`src/rtl/epic_racer_pkg.sv`:
```
// ---------------------------------------------------------------------------
// epic_racer_pkg
// Shared constants and helpers for the PS/2 keyboard front end and the
// menu/game FSM that consumes its key bitmap.
//   - KEY_* : one-hot positions inside the held-key bitmap key[5:0]
//   - SC_*  : Set-2 scancode bytes (prefixes and mapped make codes)
//   - rx_state_t / dec_state_t : receiver and decoder FSM encodings
//   - key_map()        : scancode (+ extended flag) -> bitmap bit
//   - odd_parity_ok()  : PS/2 odd-parity check over data + parity bit
// ---------------------------------------------------------------------------
package epic_racer_pkg;

    localparam logic [5:0] KEY_UP    = 6'b000001;
    localparam logic [5:0] KEY_DOWN  = 6'b000010;
    localparam logic [5:0] KEY_LEFT  = 6'b000100;
    localparam logic [5:0] KEY_RIGHT = 6'b001000;
    localparam logic [5:0] KEY_ENTER = 6'b010000;
    localparam logic [5:0] KEY_SPACE = 6'b100000;

    localparam logic [7:0] SC_EXT    = 8'hE0;
    localparam logic [7:0] SC_BREAK  = 8'hF0;
    localparam logic [7:0] SC_PAUSE  = 8'hE1;
    localparam logic [7:0] SC_UP     = 8'h75;
    localparam logic [7:0] SC_DOWN   = 8'h72;
    localparam logic [7:0] SC_LEFT   = 8'h6B;
    localparam logic [7:0] SC_RIGHT  = 8'h74;
    localparam logic [7:0] SC_ENTER  = 8'h5A;
    localparam logic [7:0] SC_SPACE  = 8'h29;

    typedef enum logic [1:0] {
        RX_IDLE   = 2'd0,
        RX_DATA   = 2'd1,
        RX_PARITY = 2'd2,
        RX_STOP   = 2'd3
    } rx_state_t;

    typedef enum logic [1:0] {
        DEC_NORM    = 2'd0,
        DEC_EXT     = 2'd1,
        DEC_BRK     = 2'd2,
        DEC_EXT_BRK = 2'd3
    } dec_state_t;

    // Arrow codes only map when E0-prefixed; without the prefix they are
    // keypad digits. Enter maps either way.
    function automatic logic [5:0] key_map(input logic [7:0] code, input logic ext);
        logic [5:0] m;
        m = 6'b000000;
        case (code)
            SC_UP:    m = ext ? KEY_UP    : 6'b000000;
            SC_DOWN:  m = ext ? KEY_DOWN  : 6'b000000;
            SC_LEFT:  m = ext ? KEY_LEFT  : 6'b000000;
            SC_RIGHT: m = ext ? KEY_RIGHT : 6'b000000;
            SC_ENTER: m = KEY_ENTER;
            SC_SPACE: m = KEY_SPACE;
            default:  m = 6'b000000;
        endcase
        return m;
    endfunction

    // PS/2 uses odd parity: data bits plus parity bit hold an odd count of ones.
    function automatic logic odd_parity_ok(input logic [7:0] data, input logic par);
        return ^{data, par};
    endfunction

endpackage

```
`src/rtl/ps2_key_decoder_rx.sv`:
```
// ---------------------------------------------------------------------------
// ps2_rx
// PS/2 serial receiver: two-flop synchronizers on clock and data, falling
// edge detection, 11-bit frame FSM (start, 8 data LSB first, parity, stop)
// and an inactivity watchdog.
// Ports:
//   pclk, rst_n         system clock, async active-low reset
//   ps2_clk, ps2_data   raw asynchronous PS/2 pins
//   rx_byte             last accepted byte, held until the next one
//   byte_valid          one-cycle pulse per accepted byte
//   frame_err           one-cycle pulse on timeout / stop / parity error
// Parameter TIMEOUT: pclk cycles without a falling edge before a partial
// frame is aborted.
// Macro PS2_PARITY_CHECK_EN: when defined, a bad parity bit drops the byte
// and raises frame_err; otherwise the parity bit is sampled and ignored.
// ---------------------------------------------------------------------------
module ps2_rx
    import epic_racer_pkg::*;
#(
    parameter int TIMEOUT = 13000
) (
    input  logic       pclk,
    input  logic       rst_n,
    input  logic       ps2_clk,
    input  logic       ps2_data,
    output logic [7:0] rx_byte,
    output logic       byte_valid,
    output logic       frame_err
);

    localparam int WD_W = $clog2(TIMEOUT + 1);

    logic            clk_meta_r;
    logic            clk_sync_r;
    logic            clk_prev_r;
    logic            data_meta_r;
    logic            data_sync_r;
    logic            fall_s;

    rx_state_t       state_r;
    rx_state_t       state_s;
    logic [7:0]      shift_r;
    logic [7:0]      shift_s;
    logic [2:0]      bit_cnt_r;
    logic [2:0]      bit_cnt_s;
    logic [WD_W-1:0] wd_r;
    logic [WD_W-1:0] wd_s;
    logic            accept_s;
    logic            err_s;
`ifdef PS2_PARITY_CHECK_EN
    logic            par_r;
    logic            par_s;
`endif

    // Synchronizers; reset to the idle-high bus level so no edge is seen on release.
    always_ff @(posedge pclk or negedge rst_n) begin
        if (!rst_n) begin
            clk_meta_r  <= 1'b1;
            clk_sync_r  <= 1'b1;
            clk_prev_r  <= 1'b1;
            data_meta_r <= 1'b1;
            data_sync_r <= 1'b1;
        end else begin
            clk_meta_r  <= ps2_clk;
            clk_sync_r  <= clk_meta_r;
            clk_prev_r  <= clk_sync_r;
            data_meta_r <= ps2_data;
            data_sync_r <= data_meta_r;
        end
    end

    assign fall_s = clk_prev_r & ~clk_sync_r;

    // Receiver next-state, shift, watchdog and accept/error decisions.
    always_comb begin
        state_s   = state_r;
        shift_s   = shift_r;
        bit_cnt_s = bit_cnt_r;
        accept_s  = 1'b0;
        err_s     = 1'b0;
`ifdef PS2_PARITY_CHECK_EN
        par_s     = par_r;
`endif

        case (state_r)
            RX_IDLE: begin
                if (fall_s && !data_sync_r) begin
                    state_s   = RX_DATA;
                    shift_s   = 8'h00;
                    bit_cnt_s = 3'd0;
                end else begin
                    state_s = RX_IDLE;
                end
            end
            RX_DATA: begin
                if (fall_s) begin
                    shift_s   = {data_sync_r, shift_r[7:1]};
                    bit_cnt_s = bit_cnt_r + 3'd1;
                    if (bit_cnt_r == 3'd7) begin
                        state_s = RX_PARITY;
                    end else begin
                        state_s = RX_DATA;
                    end
                end else begin
                    state_s = RX_DATA;
                end
            end
            RX_PARITY: begin
                if (fall_s) begin
`ifdef PS2_PARITY_CHECK_EN
                    par_s   = data_sync_r;
`endif
                    state_s = RX_STOP;
                end else begin
                    state_s = RX_PARITY;
                end
            end
            RX_STOP: begin
                if (fall_s) begin
                    state_s = RX_IDLE;
                    if (data_sync_r) begin
`ifdef PS2_PARITY_CHECK_EN
                        if (odd_parity_ok(shift_r, par_r)) begin
                            accept_s = 1'b1;
                        end else begin
                            err_s = 1'b1;
                        end
`else
                        accept_s = 1'b1;
`endif
                    end else begin
                        err_s = 1'b1;
                    end
                end else begin
                    state_s = RX_STOP;
                end
            end
            default: begin
                state_s = RX_IDLE;
            end
        endcase

        // Watchdog: a stalled partial frame is abandoned and flagged.
        if (state_r == RX_IDLE || fall_s) begin
            wd_s = '0;
        end else if (wd_r >= WD_W'(TIMEOUT)) begin
            wd_s     = '0;
            state_s  = RX_IDLE;
            shift_s  = 8'h00;
            accept_s = 1'b0;
            err_s    = 1'b1;
        end else begin
            wd_s = wd_r + WD_W'(1);
        end
    end

    // Receiver state registers.
    always_ff @(posedge pclk or negedge rst_n) begin
        if (!rst_n) begin
            state_r   <= RX_IDLE;
            shift_r   <= 8'h00;
            bit_cnt_r <= 3'd0;
            wd_r      <= '0;
        end else begin
            state_r   <= state_s;
            shift_r   <= shift_s;
            bit_cnt_r <= bit_cnt_s;
            wd_r      <= wd_s;
        end
    end

`ifdef PS2_PARITY_CHECK_EN
    // Captured parity bit, checked on the stop edge.
    always_ff @(posedge pclk or negedge rst_n) begin
        if (!rst_n) begin
            par_r <= 1'b0;
        end else begin
            par_r <= par_s;
        end
    end
`endif

    // Registered byte / error outputs, one cycle after the stop edge.
    always_ff @(posedge pclk or negedge rst_n) begin
        if (!rst_n) begin
            rx_byte    <= 8'h00;
            byte_valid <= 1'b0;
            frame_err  <= 1'b0;
        end else begin
            byte_valid <= accept_s;
            frame_err  <= err_s;
            if (accept_s) begin
                rx_byte <= shift_r;
            end else begin
                rx_byte <= rx_byte;
            end
        end
    end

endmodule

```
`src/rtl/ps2_key_decoder.sv`:
```
// ---------------------------------------------------------------------------
// ps2_key_decoder
// PS/2 keyboard front end: receives Set-2 bytes through ps2_rx and decodes
// make/break sequences (E0 extended, F0 break prefixes, E1 ignored) into a
// held-key bitmap and the last-pressed code byte.
// Ports:
//   pclk, rst_n         system clock, async active-low reset
//   ps2_clk, ps2_data   raw asynchronous PS/2 pins
//   key[5:0]            held keys: up, down, left, right, enter, space
//   keycode[7:0]        code byte of the latest make, 0 once it is released
//   byte_valid, rx_byte accepted byte strobe and value
//   frame_err           one-cycle receive error pulse
// Parameter TIMEOUT: receiver watchdog length in pclk cycles.
// Macro PS2_PARITY_CHECK_EN: enables parity-error rejection in ps2_rx.
// ---------------------------------------------------------------------------
module ps2_key_decoder
    import epic_racer_pkg::*;
#(
    parameter int TIMEOUT = 13000
) (
    input  logic       pclk,
    input  logic       rst_n,
    input  logic       ps2_clk,
    input  logic       ps2_data,
    output logic [5:0] key,
    output logic [7:0] keycode,
    output logic       byte_valid,
    output logic [7:0] rx_byte,
    output logic       frame_err
);

    dec_state_t dec_state_r;
    dec_state_t dec_state_s;
    logic [5:0] key_s;
    logic [7:0] keycode_s;
    logic [5:0] map_s;
    logic       ext_s;
    logic       brk_s;

    ps2_rx #(
        .TIMEOUT (TIMEOUT)
    ) u_rx (
        .pclk       (pclk),
        .rst_n      (rst_n),
        .ps2_clk    (ps2_clk),
        .ps2_data   (ps2_data),
        .rx_byte    (rx_byte),
        .byte_valid (byte_valid),
        .frame_err  (frame_err)
    );

    // Decoder next-state and key/keycode updates for each received byte.
    always_comb begin
        dec_state_s = dec_state_r;
        key_s       = key;
        keycode_s   = keycode;
        ext_s       = (dec_state_r == DEC_EXT) || (dec_state_r == DEC_EXT_BRK);
        brk_s       = (dec_state_r == DEC_BRK) || (dec_state_r == DEC_EXT_BRK);
        map_s       = key_map(rx_byte, ext_s);

        if (frame_err) begin
            // A corrupted byte may have been a prefix; forget any pending one.
            dec_state_s = DEC_NORM;
        end else if (byte_valid) begin
            case (rx_byte)
                SC_PAUSE: begin
                    dec_state_s = dec_state_r;
                end
                SC_EXT: begin
                    dec_state_s = DEC_EXT;
                end
                SC_BREAK: begin
                    dec_state_s = ext_s ? DEC_EXT_BRK : DEC_BRK;
                end
                default: begin
                    dec_state_s = DEC_NORM;
                    if (brk_s) begin
                        key_s = key & ~map_s;
                        // Only clear the code if it names the key being released.
                        if (keycode == rx_byte) begin
                            keycode_s = 8'h00;
                        end else begin
                            keycode_s = keycode;
                        end
                    end else begin
                        key_s     = key | map_s;
                        keycode_s = rx_byte;
                    end
                end
            endcase
        end else begin
            dec_state_s = dec_state_r;
        end
    end

    // Decoder state and registered key outputs.
    always_ff @(posedge pclk or negedge rst_n) begin
        if (!rst_n) begin
            dec_state_r <= DEC_NORM;
            key         <= 6'b000000;
            keycode     <= 8'h00;
        end else begin
            dec_state_r <= dec_state_s;
            key         <= key_s;
            keycode     <= keycode_s;
        end
    end

endmodule

```
`config.mk`:
```
export PLATFORM = sky130hd
export DESIGN_NAME = ps2_key_decoder
export DESIGN_NICKNAME = d
export VERILOG_FILES = /design/src/rtl/epic_racer_pkg.sv /design/src/rtl/ps2_key_decoder_rx.sv /design/src/rtl/ps2_key_decoder.sv
export SDC_FILE = /design/constraint.sdc
export NUM_CORES = 1
export LEC_CHECK = 0
export BUFFER_PORTS_ARGS = -buffer_cell sky130_fd_sc_hd__buf_2
export CORE_MARGIN = 2
export CORE_UTILIZATION = 50
export DETAILED_ROUTE_END_ITERATION = 12
export PLACE_DENSITY = 0.72
export RECOVER_POWER = 50
export SKIP_LAST_GASP = 1
export SYNTH_ARGS = -nofsm -noshare
export SYNTH_HDL_FRONTEND = slang
export SYNTH_SLANG_ARGS = --single-unit
export TNS_END_PERCENT = 30
```
`constraint.sdc`:
```
create_clock -name pclk -period 1.6 [get_ports pclk]
set_input_delay 0.48 -clock pclk [delete_from_list [all_inputs] [get_ports pclk]]
set_output_delay 0.48 -clock pclk [all_outputs]
set_load 0.01 [all_outputs]
```
Yosys cells after proc, flatten, opt, wreduce, memory -nomap -nowiden
Index checks and enable logic that the tools add are counted.

Bits in registers: 58. Bits of input ports: 4. Output and inout bits: 24. Word-level logic and storage cells: 99.

Add/subtract/negate cells: 2. Magnitude comparators: 1. Equality and inequality tests: 21. Muxes and demuxes: 40. Bitwise operators: 7. Reduce and logical (&&, ||, !) cells: 13.

Operators with widths (count): 8-bit two-way mux (6); 8-bit by 7-bit == test with 1-bit output, second input constant (5); 6-bit case mux with 6 select lines (1); 14-bit two-way mux (2); 8-bit == test, second input constant (3); 2-bit two-way mux (8); 8-bit case mux with 2 select lines (1); 14-bit by 1-bit adder with 14-bit output, second input constant (1); 14-bit >= comparator, second input constant (1); 1-bit two-way mux (14); 3-bit two-way mux (3); 2-bit == test, second input constant (4); 8-bit by 6-bit == test with 1-bit output, second input constant (1); 8-bit == test (1); 2-bit by 1-bit inequality test with 1-bit output, second input constant (4); 2-bit case mux with 4 select lines (1); 6-bit bitwise AND (1); 6-bit two-way mux (1); 6-bit inverter (1); 6-bit bitwise OR (1); 2-bit case mux with 3 select lines (1); 3-bit case mux with 2 select lines (1); 3-bit AND reduction (2); 2-bit by 1-bit == test with 1-bit output, second input constant (2); 13 further kinds (18).

Logic depth before layout (Yosys ltp)
Gate-level depths: netlist of the first run.

Word-level depth: 7. Mapped depth: 5.

Modules after synthesis
From an unflattened synthesis of the first run, not the netlist that was laid out.

Cells, all modules: 257. Area total of the unflattened synthesis: 2859.0 sq um.

Modules (own cells, without submodules): ps2_rx (instances 1, cells an instance 156, area each 1831.8 sq um, seq. area each 1057.3 sq um); ps2_key_decoder (instances 1, cells an instance 101, area each 1027.2 sq um, seq. area each 400.4 sq um).

Worst setup path before layout of the first run
OpenSTA, ideal clock, no wires.

Path kind: flip-flop to flip-flop. Start: reg u_rx.rx_byte[7]. End: reg (tool-made name). Setup time: 125 ps. Arrival time: 1535 ps. Path slack: -61 ps. Stages on the path, launching flop included: 4. Path buffers: 0. Period minus slack after synthesis: 1661 ps. Path through: dfrtp_1 or3b_4 or3_4 mux2_4.

RTL lines: from (decl) (line ps2_key_decoder_rx.sv:26) `output logic [7:0] rx_byte,`; from (signal assigned) (line ps2_key_decoder_rx.sv:193) `rx_byte <= shift_r;`; from (signal assigned) (line ps2_key_decoder_rx.sv:195) `rx_byte <= rx_byte;`.

==> results of run 1 <==
[path summary, 6_finish.rpt]
kind / slack [ns] / startpoint / endpoint / cells past startpoint
setup reg to reg: -0.01 / u_rx.rx_byte[7]$_DFFE_PN0P_ / flip-flop / 4
setup / recovery: -0.01 / u_rx.rx_byte[7]$_DFFE_PN0P_ / flip-flop / 4
min in group asynchronous: 0.26 / rst_n / u_rx.wd_r[5]$_DFF_PN0_ / 1
max in group asynchronous: 0.35 / rst_n / u_rx.rx_byte[7]$_DFFE_PN0P_ / 2
hold / removal: 0.24 / ps2_data / u_rx.data_meta_r$_DFF_PN1_ / 1
hold reg to reg: 0.36 / u_rx.clk_meta_r$_DFF_PN1_ / u_rx.clk_sync_r$_DFF_PN1_ / 0
[repair_timing]
action | CTS | global route
gates resized for setup | 2 | 7
endpoints found under the setup margin | 5 | 41
setup buffers | 0 | 2
[cells by family (layout without fill, tap and decap cells)]
| family | after synthesis | count (layout) | synth area share |
|---|---|---|---|
| DFF | 58 | 58 | 0.543 |
| and+or+nand+nor | 90 | 90 | 0.169 |
| adders and majority gates | 4 | 4 | 0.0186 |
| AOI/OAI and AO/OA | 43 | 43 | 0.115 |
| muxes | 15 | 15 | 0.0643 |
| xor gates and xnor gates | 19 | 19 | 0.0619 |
| buffers and inverters | 20 | 84 | 0.0289 |
[worst max-delay path, cell delays in order (launching register included)]
cell and delay, ns:
dfrtp_2 0.40, or3b_4 0.43, nor3b_4 0.23, nand4_1 0.13, mux2_1 0.32
[through the flow]
| step | TNS (ns) | setup WS [ns] | total power, µW | area, µm² | instances |
|---|---|---|---|---|---|
| after global placement | 0 | 0.0261 | 2600 | 3140 | 367 |
| final | -0.0118 | -0.0118 | 4050 | 3370 | 383 |
| after global routing | -0.262 | -0.0468 | 4290 | 3370 | 383 |
| after CTS | -0.0374 | -0.0216 | 4090 | 3360 | 381 |
| after floorplan | -0.0194 | -0.0127 | 2300 | 2690 | 249 |
| after detailed placement | -0.0410 | -0.0259 | 2640 | 3140 | 367 |
[layout by cell type, fill, tap and decap left out, types with 2 or more instances in the layout]
| cell type | netlist | routed |
|---|---|---|
| xnor2_1 | 17 | 17 |
| inv_1 | 9 | 9 |
| mux2_2 | 9 | 9 |
| nand2_1 | 18 | 18 |
| nor4_1 | 3 | 2 |
| clkbuf_8 | 0 | 10 |
| clkbuf_2 | 0 | 2 |
| buf_4 | 0 | 30 |
| nand4b_1 | 2 | 2 |
| nor2_2 | 0 | 2 |
| a21oi_1 | 4 | 4 |
| dfstp_2 | 5 | 5 |
| bufinv_16 | 0 | 2 |
| o21ai_0 | 8 | 8 |
| o21ai_1 | 2 | 2 |
| nand3_1 | 9 | 8 |
| clkbuf_1 | 9 | 3 |
| a22o_1 | 3 | 3 |
| nor3_1 | 8 | 7 |
| dfrtp_2 | 0 | 2 |
| nand4_1 | 4 | 4 |
| dfrtp_1 | 53 | 51 |
| buf_2 | 2 | 26 |
| ha_1 | 4 | 4 |
| xor2_1 | 2 | 2 |
| nand2b_1 | 2 | 2 |
| mux2_1 | 5 | 5 |
| a22oi_1 | 15 | 15 |
| nor2_1 | 32 | 30 |
| o21bai_1 | 2 | 2 |
| nor2b_1 | 2 | 2 |
[per-layer routing]
layer / GRT usage / wire length, µm / share of wire
met5: 0 / 0 / 0
met4: 0.0911 / 84 / 0.015
met3: 0.0447 / 203 / 0.036
met2: 0.328 / 2860 / 0.51
met1: 0.254 / 2470 / 0.44
[power by group]
part,total [µW],switching (µW),internal (µW)
Sequential,1850,170,1680
Combinational,758,403,355
Clock,1440,537,900
[area by class of cell]
type,instances,area share
clock inverters,3,0.0193
inverters,9,0.0100
well taps,70,0.0260
repair buffers,61,0.117
clock buffers,11,0.0420
multi-input cells,171,0.353
flip-flops and latches,58,0.434
[cell usage after synthesis]
| master | instances | share of area |
|---|---|---|
| a211o_1 | 2 | 0.0065 |
| a21oi_1 | 4 | 0.0075 |
| a22o_1 | 3 | 0.0098 |
| a22oi_1 | 15 | 0.042 |
| a2bb2o_1 | 1 | 0.0037 |
| a2bb2oi_1 | 1 | 0.0033 |
| a311oi_2 | 1 | 0.0056 |
| a31o_2 | 1 | 0.0033 |
| a31oi_1 | 1 | 0.0023 |
| a41oi_1 | 1 | 0.0033 |
| and2b_2 | 1 | 0.0033 |
| and4b_1 | 1 | 0.0037 |
| buf_2 | 2 | 0.0037 |
| clkbuf_1 | 9 | 0.013 |
| dfrtp_1 | 53 | 0.49 |
| dfstp_2 | 5 | 0.049 |
| ha_1 | 4 | 0.019 |
| inv_1 | 9 | 0.013 |
| mux2_1 | 5 | 0.021 |
| mux2_2 | 9 | 0.038 |
| mux2_4 | 1 | 0.0056 |
| nand2_1 | 18 | 0.025 |
| nand2b_1 | 2 | 0.0047 |
| nand3_1 | 9 | 0.017 |
| nand3b_1 | 1 | 0.0028 |
| nand4_1 | 4 | 0.0093 |
| nand4b_1 | 2 | 0.0065 |
| nand4bb_1 | 1 | 0.0042 |
| nor2_1 | 32 | 0.045 |
| nor2b_1 | 2 | 0.0047 |
| nor3_1 | 8 | 0.015 |
| nor3b_2 | 1 | 0.0047 |
| nor4_1 | 3 | 0.0070 |
| nor4b_1 | 1 | 0.0033 |
| o21ai_0 | 8 | 0.015 |
| o21ai_1 | 2 | 0.0037 |
| o21bai_1 | 2 | 0.0056 |
| o32ai_1 | 1 | 0.0033 |
| or2b_1 | 1 | 0.0028 |
| or3_1 | 1 | 0.0023 |
| or3_4 | 1 | 0.0042 |
| or3b_4 | 1 | 0.0042 |
| xnor2_1 | 17 | 0.055 |
| xor2_1 | 2 | 0.0065 |
==> results.sh, run 1 <==
export IMPL_antenna_cells=0
export IMPL_hold_slack_ns=0.245
export IMPL_cap_violations=0
export IMPL_tritoncts="built"
export IMPL_synth_avg_cell_area_um2=10.8
export IMPL_drt_iter0_markers=101
export IMPL_synth_cells=249
export IMPL_synth_cell_types=44
export IMPL_worst_pin_slew_ns=0.930
export IMPL_num_rows=26
export IMPL_globalplace_congestion=0.830
export IMPL_finalCritPeriodShare=1.01
export IMPL_finalCriticalPeriod_ns=1.61
export IMPL_drive_gt1_frac=0.326
export IMPL_violations="negative setup slack"
export IMPL_status="finished with violations"
export IMPL_cts_hold_buf=0
export IMPL_die_w_um=77.3
export IMPL_setup_violations=1
export IMPL_arrival_ns=1.83
export IMPL_cts_buffers=9
export IMPL_cp_end_kind="flip-flop"
export IMPL_htreeDepth=3
export IMPL_start_util=0.523
export IMPL_synth_seq_cells=58
export IMPL_fillCellCount=437
export IMPL_hold_violations=0
export IMPL_fin_util=0.655
export IMPL_drv_slew=0
export IMPL_synth_fp_nets=257
export IMPL_grt_pass1_wl_um=9400
export IMPL_drt_wl_total_um=5610
export IMPL_grt_usage=0.200
export IMPL_critical_path_max_fanout=4
export IMPL_top_level_ports=28
export IMPL_min_path_type="in -> reg"
export IMPL_vias=2089
export IMPL_first_global_vias=2039
export IMPL_detail_route_antenna_nets=0
export IMPL_antenna_found_initial=0
export IMPL_areaGrowthSynthToFinish_pct=25.4
export IMPL_wire_per_inst_um=14.7
export IMPL_cts_buffer_depth=2
export IMPL_seq_area_frac_synth=0.543
export IMPL_multi_input_area_um2=1190
export IMPL_die_area_um2=5980
export IMPL_cp_required_ns=1.82
export IMPL_cts_num_sinks=58
export IMPL_netlist_area_um2=2690
export IMPL_nNetsFinal=318
export IMPL_yosysWarnings=0
export IMPL_peakVddDrop_mv=0.916
export IMPL_max_freq_ghz=0.620
export IMPL_via_per_inst=5.45
export IMPL_seq_area_um2=1460
export IMPL_cts_root_buf="clkbuf_8"
export IMPL_grt_max_degree=19
export IMPL_rsz0062_at_grt="true"
export IMPL_power_leakage_uw=0.00159
export IMPL_post_dp_hpwl_um=3870
export IMPL_cp_start_kind="flip-flop"
export IMPL_setup_ws_ns=-0.0118
export IMPL_clk_latency_ns=0.33
export IMPL_crit_type="reg -> reg"
export IMPL_core_um2=5140
export IMPL_grt_overflow_total=0
export IMPL_slew_headroom=0.380
export IMPL_skew_ns=0.00582
export IMPL_portBuffers=27
export IMPL_drc=0
export IMPL_drtPass1Iterations=4
export IMPL_powerDensity_nw_per_um2=1200
export IMPL_die_h_um=77.3
export IMPL_path_clk_slew_ns=0.06
(Power assumes the default switching activity.)
==> run 2, diff against run 1 <==
CTS_CLUSTER_SIZE = 30   (was unset)
PLACE_DENSITY = 0.69   (was 0.72)
clock period = 2.09 ns   (was 1.6 ns; I/O delays follow)
==> run 2 against run 1 <==
Net effect: the flow now finishes without violations; cell count down 6.5%; maximum frequency down 11%; power down 26%; clock-buffer cell count up 4; clock power down 24%; via count down 7.5%; routed wire length down 8.1%; sequential cell count unchanged; first-iteration DRC count down 3.0%.
==> results.sh, run 2 (synthesis results as in run 1) <==
export IMPL_status="complete, no violations"
export IMPL_wire_per_inst_um=14.4
export IMPL_die_area_um2=5980
export IMPL_cp_start_kind="flip-flop"
export IMPL_powerDensity_nw_per_um2=956
export IMPL_slowest_delay_ns=0.53
export IMPL_grt_overflow_total=0
export IMPL_cts_buffers=9
export IMPL_drt_wl_total_um=5160
export IMPL_drive_gt1_frac=0.219
export IMPL_nNetsFinal=291
export IMPL_peakVddDrop_mv=0.683
export IMPL_worst_pin_slew_ns=1.28
export IMPL_hold_violations=0
export IMPL_cts_root_buf="clkbuf_8"
export IMPL_cp_required_ns=2.30
export IMPL_skew_ns=0.00560
export IMPL_die_h_um=77.3
export IMPL_cap_violations=0
export IMPL_drt_iter0_markers=98
export IMPL_cp_end_kind="flip-flop"
export IMPL_post_dp_hpwl_um=3450
export IMPL_antenna_cells=0
export IMPL_detail_route_antenna_nets=0
export IMPL_setup_tns_final_ns=0
export IMPL_drtPass1Iterations=6
export IMPL_areaGrowthSynthToFinish_pct=17.0
export IMPL_drv_slew=0
export IMPL_top_level_ports=28
export IMPL_vias=1932
export IMPL_critPathSlowestCell="dfstp_2"
export IMPL_fillCellCount=462
export IMPL_min_path_type="reg -> reg"
export IMPL_grt_pass1_wl_um=8740
export IMPL_start_util=0.523
export IMPL_drc=0
export IMPL_htreeDepth=3
export IMPL_critical_path_max_fanout=9
export IMPL_layout_common_cells="dfrtp_1 (53), nor2_1 (32), buf_2 (21), nand2_1 (18), xnor2_1 (17)"
export IMPL_via_per_inst=5.40
export IMPL_slew_headroom=0.149
export IMPL_finalCritPeriodShare=0.862
export IMPL_hold_slack_ns=0.349
export IMPL_finalCriticalPeriod_ns=1.80
export IMPL_portBuffers=27
export IMPL_totalPowerFinal_uw=3000
export IMPL_antenna_found_initial=0
export IMPL_max_freq_ghz=0.555
export IMPL_num_rows=26
export IMPL_cts_hold_buf=0
export IMPL_tritoncts="built"
export IMPL_die_w_um=77.3
export IMPL_globalplace_congestion=0.764
export IMPL_core_um2=5140
export IMPL_grt_max_degree=27
export IMPL_clk_latency_ns=0.33
export IMPL_rsz0062_at_grt="false"
export IMPL_grt_usage=0.187
export IMPL_layout_commonest_cell="dfrtp_1"
export IMPL_r2r_setup_slack_ns=0.29
export IMPL_setup_violations=0
export IMPL_arrival_ns=2.01
export IMPL_cp_cell_sequence="nand2b_1 -> buf_4 -> nor2_1 -> nand3_1 -> mux2_2"
export IMPL_crit_type="reg -> reg"
export IMPL_first_global_vias=1881
export IMPL_cts_buffer_depth=2
export IMPL_path_clk_slew_ns=0.06
export IMPL_power_leakage_uw=0.00144
export IMPL_cts_num_sinks=58
## run 2: final timing paths
| check | startpoint | to | depth (start not counted) |
|---|---|---|---|
| min | u_rx.data_meta_r$_DFF_PN1_ | u_rx.data_sync_r$_DFF_PN1_ | 0 |
| max reg2reg | u_rx.clk_prev_r$_DFF_PN1_ | u_rx.rx_byte[1]$_DFFE_PN0P_ | 5 |
| min reg2reg | u_rx.data_meta_r$_DFF_PN1_ | u_rx.data_sync_r$_DFF_PN1_ | 0 |
| max in group asynchronous | rst_n | keycode[5]$_DFFE_PN0P_ | 2 |
| min in group asynchronous | rst_n | u_rx.wd_r[6]$_DFF_PN0_ | 1 |
| max | u_rx.clk_prev_r$_DFF_PN1_ | u_rx.rx_byte[1]$_DFFE_PN0P_ | 5 |
## run 2: stage by stage
| step | instances | setup WS, ns | instance area [µm²] | util |
|---|---|---|---|---|
| 2_1_floorplan | 249 | 0.429 | 2690 | - |
| 5_1_grt | 358 | 0.171 | 3140 | 0.611 |
| 4_1_cts | 358 | 0.122 | 3150 | 0.612 |
| 3_3_place_gp | 342 | 0.157 | 2930 | 0.570 |
| 3_5_place_dp | 342 | 0.145 | 2930 | 0.570 |
| 6_report | 358 | 0.289 | 3140 | 0.611 |
## run 2: cell type report
class / count / area (µm²) / area share
clock buffers: 15 / 186 / 0.0593
clock inverters: 1 / 30.0 / 0.00956
inverters: 9 / 33.8 / 0.0108
multi-input cells: 171 / 1160 / 0.368
flip-flops and latches: 58 / 1460 / 0.464
well taps: 70 / 87.6 / 0.0279
repair buffers: 34 / 190 / 0.0605
## run 2: what timing repair did
action                     4_1_cts  5_1_grt
setup endpoints to repair        0        8
buffers inserted                 0        0
gates resized for setup          0        1
## run 2: metal layers
metal,track usage,vias up,routed length [µm]
li1,-,946,-
met1,0.251,933,2440
met2,0.290,47,2400
met3,0.0553,6,253
met4,0.0643,0,65
met5,0,-,0
## run 2: worst max-delay path, delay by kind of cell (launching register included)
| kind | cells | cell delay [ns] |
|---|---|---|
| simple gates | 3 | 0.61 |
| mux | 1 | 0.40 |
| buf+inv | 1 | 0.15 |
| flops | 1 | 0.53 |
## run 2: where the power goes
group	switching [µW]	total [µW]	leakage, µW	internal (µW)
clock	414	1100	0.000110	683
sequential	163	1450	0.000774	1290
combinational	255	458	0.000557	202
total	832	3000	0.00144	2170
